**src/rtl/pipe_pkg.sv**
```systemverilog
// Shared definitions for the pipeline sequencing controller: opcodes, FSM states
// and the {WB,ME,EX} control bundle handed to the datapath ID stage.
package pipe_pkg;

  localparam logic [5:0] OP_RTYPE = 6'b000000;
  localparam logic [5:0] OP_LW    = 6'b100011;
  localparam logic [5:0] OP_SW    = 6'b101011;
  localparam logic [5:0] OP_BEQ   = 6'b000100;
  localparam logic [5:0] OP_ADDI  = 6'b001000;
  localparam logic [5:0] OP_HALT  = 6'b111111;

  typedef enum logic [1:0] {
    RUN    = 2'd0,
    DRAIN  = 2'd1,
    HALTED = 2'd2
  } pipe_state_e;

  typedef struct packed {
    logic [1:0] wb;  // {RegWrite, ALU-select}
    logic [2:0] me;  // {Branch, MemRead, MemWrite}
    logic [3:0] ex;  // {RegDst, ALUOp[1:0], ALUSrc}
  } ctrl_t;

endpackage

```
**src/rtl/pipe_control_main_decoder.sv**
```systemverilog
// Combinational opcode -> {WB,ME,EX} main control decoder; unknown opcodes and
// HALT produce an all-zero bundle.
module main_decoder
  import pipe_pkg::*;
(
  input  logic [5:0] opcode,
  output ctrl_t      ctrl
);

  always_comb begin
    ctrl = '0;
    case (opcode)
      OP_RTYPE: ctrl = '{wb: 2'b11, me: 3'b000, ex: 4'b0100};
      OP_LW:    ctrl = '{wb: 2'b10, me: 3'b010, ex: 4'b1001};
      OP_SW:    ctrl = '{wb: 2'b00, me: 3'b001, ex: 4'b1001};
      OP_BEQ:   ctrl = '{wb: 2'b00, me: 3'b100, ex: 4'b0010};
      OP_ADDI:  ctrl = '{wb: 2'b11, me: 3'b000, ex: 4'b1001};
      default:  ctrl = '0;
    endcase
  end

endmodule

```
**src/rtl/pipe_control.sv**
```systemverilog
// Pipeline sequencing controller: owns pc and IF/ID, emits ID-stage controls,
// inserts load-use bubbles, redirects on taken branches and drains on HALT.
module pipe_control
  import pipe_pkg::*;
#(
  parameter logic [31:0] PC_RESET     = 32'h0,
  parameter int          DRAIN_CYCLES = 3
) (
  input  logic        clk,
  input  logic        rst,
  input  logic [31:0] instr_if,
  input  logic        branch_taken,
  input  logic [31:0] branch_target,
  output logic [31:0] pc,
  output logic [31:0] instr,
  output logic [1:0]  WBID,
  output logic [2:0]  MEID,
  output logic [3:0]  EXID,
  output logic        flush,
  output logic        stall,
  output logic        halted,
  output pipe_state_e state
);

  localparam int CW = (DRAIN_CYCLES < 1) ? 1 : $clog2(DRAIN_CYCLES + 1);

  logic [CW-1:0] drain_cnt;
  logic          mr_ex;
  logic [4:0]    rt_ex;
  ctrl_t         dec_ctrl;
  ctrl_t         emit_ctrl;
  logic [5:0]    opcode;
  logic          uses_rt;
  logic          redirect;
  logic          hazard;

  assign opcode = instr[31:26];

  main_decoder u_main_decoder (
    .opcode (opcode),
    .ctrl   (dec_ctrl)
  );

  assign uses_rt  = (opcode == OP_RTYPE) || (opcode == OP_SW) || (opcode == OP_BEQ);
  // A branch seen after the pipe has fully halted is ignored; only reset leaves HALTED.
  assign redirect = branch_taken && (state != HALTED);
  assign hazard   = mr_ex && (rt_ex != 5'd0) &&
                    ((rt_ex == instr[25:21]) || ((rt_ex == instr[20:16]) && uses_rt));
  assign stall    = (state == RUN) && hazard && !redirect;
  assign flush    = redirect;
  assign halted   = (state == HALTED);

  // instr=0 is the bubble/NOP encoding and must not raise RegWrite.
  always_comb begin
    emit_ctrl = '0;
    if ((state == RUN) && !stall && !redirect && (instr != 32'h0))
      emit_ctrl = dec_ctrl;
  end

  assign WBID = emit_ctrl.wb;
  assign MEID = emit_ctrl.me;
  assign EXID = emit_ctrl.ex;

  always_ff @(posedge clk or negedge rst) begin
    if (!rst) begin
      pc        <= PC_RESET;
      instr     <= 32'h0;
      mr_ex     <= 1'b0;
      rt_ex     <= 5'd0;
      state     <= RUN;
      drain_cnt <= '0;
    end else begin
      mr_ex <= emit_ctrl.me[1];
      rt_ex <= instr[20:16];
      if (redirect) begin
        pc        <= branch_target;
        instr     <= 32'h0;
        state     <= RUN;
        drain_cnt <= '0;
      end else begin
        case (state)
          RUN: begin
            if (!stall) begin
              if (opcode == OP_HALT) begin
                state     <= DRAIN;
                drain_cnt <= CW'(DRAIN_CYCLES);
              end else begin
                pc    <= pc + 32'd4;
                instr <= instr_if;
              end
            end
          end
          DRAIN: begin
            drain_cnt <= drain_cnt - CW'(1);
            if (drain_cnt <= CW'(1))
              state <= HALTED;
          end
          default: ;
        endcase
      end
    end
  end

endmodule

```
**config.mk**
```make
export PLATFORM = sky130hd
export DESIGN_NAME = pipe_control
export DESIGN_NICKNAME = d
export VERILOG_FILES = /design/src/rtl/pipe_pkg.sv /design/src/rtl/pipe_control_main_decoder.sv /design/src/rtl/pipe_control.sv
export SDC_FILE = /design/constraint.sdc
export NUM_CORES = 1
export LEC_CHECK = 0
export BUFFER_PORTS_ARGS = -buffer_cell sky130_fd_sc_hd__buf_2
export CORE_ASPECT_RATIO = 1.5
export CORE_UTILIZATION = 40
export CTS_CLUSTER_SIZE = 24
export DETAILED_ROUTE_END_ITERATION = 6
export PLACE_DENSITY_LB_ADDON = 0.3
export REMOVE_ABC_BUFFERS = 1
export SYNTH_ARGS = -nofsm -noshare
export SYNTH_HDL_FRONTEND = slang
export SYNTH_SLANG_ARGS = --single-unit
```
**constraint.sdc**
```tcl
create_clock -name clk -period 3.27 [get_ports clk]
set_input_delay 0.4905 -clock clk [delete_from_list [all_inputs] [get_ports clk]]
set_output_delay 0.4905 -clock clk [all_outputs]
set_load 0.005 [all_outputs]
```
==> results of run 1 <==
[worst reg2reg max path, stage by stage, from the launching register on]
cell and delay, ns:
dfrtp_1 0.41, or4_1 0.56, o211ai_2 0.16, or4_1 0.24, and3_2 0.85, buf_4 0.33, nand3_1 0.09, nand2_1 0.11
[metrics by stage]
step / area (um2) / TNS [ns] / setup slack [ns] / instances / power (mW)
after floorplan: 3750 / -247.45 / -4.02 / 425 / 2.07
after global placement: 4680 / 0 / 0.507 / 687 / 2.58
after detailed placement: 4680 / 0 / 0.426 / 687 / 2.61
after CTS: 4940 / 0 / 0.0814 / 701 / 3.50
after global routing: 4950 / 0 / 0.00349 / 703 / 3.72
final: 4950 / 0 / 0.0993 / 703 / 3.47
[cell usage after synthesis, drive strengths merged, types with 6 or more instances]
cell type | n | share of area [%]
a21oi | 37 | 4.8
nor4 | 9 | 1.8
nand4 | 6 | 0.96
xor2 | 7 | 1.6
nor3 | 6 | 1.2
clkbuf | 9 | 0.86
nand2 | 100 | 9.6
and3 | 6 | 0.96
or4 | 6 | 1.2
a2bb2oi | 21 | 4.7
inv | 6 | 0.58
nand3 | 58 | 7.6
buf | 22 | 3.3
dfrtp | 74 | 47
nor2 | 21 | 2.0
o22ai | 12 | 1.9
o21ai | 24 | 3.1
[worst max path at each step]
stage	from	to	slack [ns]	depth (start not counted)
CTS	rt_ex[1]	MEID[1]	0.08	7
global route	rt_ex[1]	MEID[1]	0.003	7
global placement	rt_ex[1]	instr[29]	0.51	7
floorplan	state[1]	pc[10]	-4.02	7
detailed placement	rt_ex[1]	instr[29]	0.43	7
finish	rt_ex[1]	MEID[1]	0.1	7
[layout make-up]
cell class              count  area, um2  area share, %
clock buffers              14        254           5.13
inverters                   7       26.3          0.530
multi-input cells         344       1890           38.1
flip-flops and latches     74       1850           37.4
well taps                 112        140           2.83
repair buffers            152        796           16.1
[sequential cells by signal, summed over array words and instances (netlist names)]
register	cells
state	2
drain_cnt	2
pc	32
instr	32
mr_ex	1
rt_ex	5
[routing by layer]
| layer | track usage (%) | vias to the layer above | share of wire, % |
|---|---|---|---|
| li1 | - | 1896 | - |
| met1 | 26.8 | 1858 | 41 |
| met2 | 37.9 | 127 | 51 |
| met3 | 5.02 | 15 | 6.1 |
| met4 | 8.84 | 0 | 2.0 |
| met5 | 0 | - | 0 |
[cells by family (layout without fill, tap and decap cells)]
family	count (synthesis)	count (layout)	synth area share, %
flip-flops	74	74	47.4
XOR/XNOR	10	10	2.24
buffers and inverters	38	173	4.83
AND/OR/NAND/NOR	225	225	27.7
adder cells (fa/ha/maj)	2	2	0.640
AO/OA/AOI/OAI	107	107	17.2
[power by group]
part           switching (mW)  total [mW]  internal (mW)
registers               0.359        1.55           1.19
logic                   0.530        1.04          0.515
clock network           0.346       0.873          0.527
==> metrics.txt, run 1 <==
Leakage 2.43 nW; reg2reg start rt_ex[1]; Worst Path Buf+Inv 1; Hold-fix buffers, CTS 0; fmax 315 MHz; EDFF count, synth 0; Worst Hold Slack 0.303 ns; # IOs 145; Vert. Die Dim 123 um; RSZ-0062 raised after global routing false; Setup crit start kind flip-flop; initial antenna violation count 1; Data required, critical path 2.78 ns; first-pass GRT wire length 17,100 um; largest net degree at the start of global routing 103; Starting Density 41.8%; vias per cell 5.54; critical path's top delay family simple AND/OR/NAND/NOR gates; clock skew 0.00605 ns; port buffer count 144; commonest non-fill, non-tap cells in the layout buf_2, nand2_1, dfrtp_1; synthesis-to-finish area growth 26.7%; post-cts resize count 0; cts bufs inserted 9; routed length per instance 15.6 um; Slowest-stage cell, CP or4_1; Final ANT Viol Nets 0; CTS root buf clkbuf_16; final slew viol count 0; # rows 43; sequential area share after synthesis 47.4%; Routed WL 11,000 um; final core utilization 52.9%; flop2flop setup slack 0.45 ns; period utilization 97.0%; final-report hold violation count 0; Tmin final 3.17 ns; die area 0.0102 mm2; Slew @ Worst Pin 0.957 ns; FF-to-FF End instr[29]; status finished clean; Worst R2R Path Depth 7; Fill cells 935; Detailed Routing Iterations Pass 1 4; Tot GR Track Use 22.3%; VDD IR max 476 uV; Critical Path Max Stage Delay 0.56 ns; Residual DRC 0; pwr/cell area 700 mW/mm2; most common cell after layout, fill and taps aside buf_2; Setup Buffers After CTS 0; Synthesis Warnings 0; Nets 657; syn_area_per_cell 8.57 um2; CP Class reg -> out; synthesized flop and latch total 74; H-tree depth 3; vias in the first global route 3,616; gpl congestion 0.864; clk_lat worst skew 0.33 ns; Tightest Hold Check Type in -> async; ys async rst share 100%; max-cap violation count 0; Die W 82.7 um; total global routing overflow 0; CTS tree done; core area 0.00936 mm2; setup violators final 0; Main synth FF type dfrtp_1; Mapped Cells 456; synthesized cell area 0.00391 mm2; share of cells above drive strength 1 29.4%; ANT cells 0; Worst slew margin 36.2%; arrival time at the worst endpoint 2.68 ns; CTS Buffer Depth 2; cell breakdown of the critical path or4_1 > o211ai_2 > or4_1 > nand3_2 > or4_4 > nor3_2 > buf_2; cell mode on critical path or4_1; endpoint class of the critical path output pin; CTS clk-pin slew, worst paths 0.05 ns; Post-DP HPWL 7640 um; Distinct cells, synth 46; Initial DRC Count 193; CP Max Fanout 6; Vias 3,896; CTS Sinks 74
Note: power is estimated with default switching activity, not from simulation.
==> run 2, diff against run 1 <==
CORE_UTILIZATION = 29   (was 40)
SLEW_MARGIN = 10   (was not set)
==> run 2 against run 1 <==
Against the previous run: register-to-register slack got worse by 0.03 ns; critical path depth unchanged; clock power increased by 15%; combinational power about the same; power increased by 4.6%; count of clock-buffer cells in the layout decreased by 3; cell area increased by 2.4%; via count increased by 1.7%; global-route usage decreased by 4.9 points; worst hold slack improved by 0.018 ns; non-clock buffer count decreased by 1; die area increased by 37%; largest cell class unchanged; largest power group unchanged.
==> metrics.txt, run 2 (synthesized netlist as in run 1, its figures left out) <==
cts bufs inserted 9 (unchanged); first-pass GRT wire length 19,500 um (+14%); Sw Pwr 1.29 mW (+4.3%); Vert. Die Dim 144 um (+17%); CTS clk-pin slew, worst paths 0.06 ns (about the same); status finished clean; endpoint class of the critical path output pin; # rows 51 (+19%); Data required, critical path 2.78 ns (about the same); Final ANT Viol Nets 0 (unchanged); Tot GR Track Use 17.4% (-4.9 points); ANT cells 0 (unchanged); reg2reg start rt_ex[1]; Seq pwr share 42.8% (-1.9 points); Starting Density 29.9% (-12 points); initial antenna violation count 0 (-1); Worst R2R Path Depth 6 (-1); commonest non-fill, non-tap cells in the layout buf_2, nand2_1, dfrtp_1; Int Power 2.34 mW (+4.7%); max-cap violation count 0 (unchanged); fmax 318 MHz (+0.70%); FF-to-FF End pc[4]; Vias 3,963 (+1.7%); Tmin final 3.15 ns (-0.0220 ns); Finished Cell Area 0.00507 mm2 (+2.4%); worst setup margin 0.121 ns (+0.0220 ns); Sw Ratio 35.5% (-0.075 points); core area 0.0131 mm2 (+40%); H-tree depth 3 (unchanged); total global routing overflow 0 (unchanged); Residual DRC 0 (unchanged); clock share of power 27.7% (+2.5 points); most common cell after layout, fill and taps aside buf_2; arrival time at the worst endpoint 2.66 ns (-0.02 ns); CP startpoint rt_ex[1]; clock skew 0.00770 ns (+0.00165 ns); CTS tree done; Worst slew margin 26.7% (-9.5 points); Nets 656 (-0.15%); CTS root buf clkbuf_16; port buffer count 144 (unchanged); Routed WL 12,000 um (+8.9%); setup violators final 0 (unchanged); CP Class reg -> out; pwr/cell area 715 mW/mm2 (+2.1%); final slew viol count 0 (unchanged); placed instance area 0.00476 mm2 (+1.5%); Detailed Routing Iterations Pass 1 6 (+2); flop2flop setup slack 0.42 ns (-0.03 ns); Setup WS pre-CTS 0.396 ns (-0.0305 ns); routed length per instance 16.0 um (+2.0%); CTS Sinks 74 (unchanged); gpl congestion 0.810 (-6.3%); # IOs 145 (unchanged); Initial DRC Count 98 (-49%); Post-DP HPWL 8350 um (+9.2%); combinational share of power 29.5% (-0.6 points); largest net degree at the start of global routing 103 (unchanged); Regs by FF count instr: 32 flops, pc: 32 flops, rt_ex: 5 flops; share of cells above drive strength 1 30.3% (+0.85 points); die area 0.0140 mm2 (+37%); CTS Buffer Depth 2 (unchanged); clk_lat worst skew 0.33 ns (about the same); Slew @ Worst Pin 1.10 ns (+0.142 ns); Tightest Hold Check Type in -> async; Leakage 2.46 nW (+1.2%); CP Max Fanout 6 (unchanged); final-report hold violation count 0 (unchanged); Die W 96.8 um (+17%); synthesis-to-finish area growth 29.7%; VDD IR max 286 uV (-40%); vias in the first global route 3,743 (+3.5%); end point of the critical path MEID[1]; vias per cell 5.28 (-4.7%); Setup crit start kind flip-flop; period utilization 96.3% (-0.67 points)
==> run 2: what timing repair did <==
action                                  CTS  global route
hold buffers                              0             0
endpoints found under the setup margin    0             1
setup buffers                             0             1
resized for setup                         0             1
==> run 2: worst min path at each step <==
| stage | from | endpoint | slack, ns | cells after the start |
|---|---|---|---|---|
| 6_report | rst | instr[4] | 0.32 | 1 |
| 5_1_grt | branch_target[0] | pc[0] | 0.36 | 3 |
| 4_1_cts | branch_target[0] | pc[0] | 0.34 | 3 |
| 3_5_place_dp | pc[0] | pc[0] | 0.46 | 2 |
| 3_3_place_gp | pc[0] | pc[0] | 0.46 | 2 |
| 2_1_floorplan | rst | drain_cnt[0] | 0.19 | 0 |
==> run 2: worst max-delay path, cell delays in order, from the launching register on <==
cell	delay, ns
dfrtp_1	0.41
or4_1	0.55
o211ai_2	0.19
nand4b_1	0.23
nand3_2	0.11
or4_4	0.55
nor3_2	0.16
buf_2	0.14
==> run 2: layout make-up <==
class / instances / area (um2)
multi-input cells: 344 / 1890
clock inverters: 4 / 51.3
repair buffers: 151 / 801
clock buffers: 11 / 253
fillers: 1335 / 8010
flip-flops and latches: 74 / 1850
well taps: 159 / 199
inverters: 7 / 26.3
==> run 2: power by group through the flow <==
stage	registers [mW]	logic (mW)	clock network, mW
global route	1.60	1.21	1.07
global placement	1.55	1.05	0
detailed placement	1.56	1.08	0
finish	1.55	1.07	1.00
floorplan	1.51	0.559	0
CTS	1.55	1.08	1.03
==> run 2: metal layers <==
| metal | track usage, % | wire length [um] |
|---|---|---|
| met5 | 0 | 0 |
| met4 | 6.05 | 252 |
| met3 | 3.91 | 632 |
| met2 | 31.1 | 6180 |
| met1 | 20.4 | 4910 |
==> run 2: stage by stage <==
stage	TNS, ns	hold WS (ns)	total power, mW	util (%)	instances
2_1_floorplan	-247.45	0.195	2.07	-	425
3_3_place_gp	0	0.456	2.60	36.4	734
3_5_place_dp	0	0.457	2.65	36.4	734
4_1_cts	0	0.341	3.67	38.7	749
5_1_grt	-0.0183	0.360	3.88	38.8	750
6_report	0	0.321	3.63	38.8	750
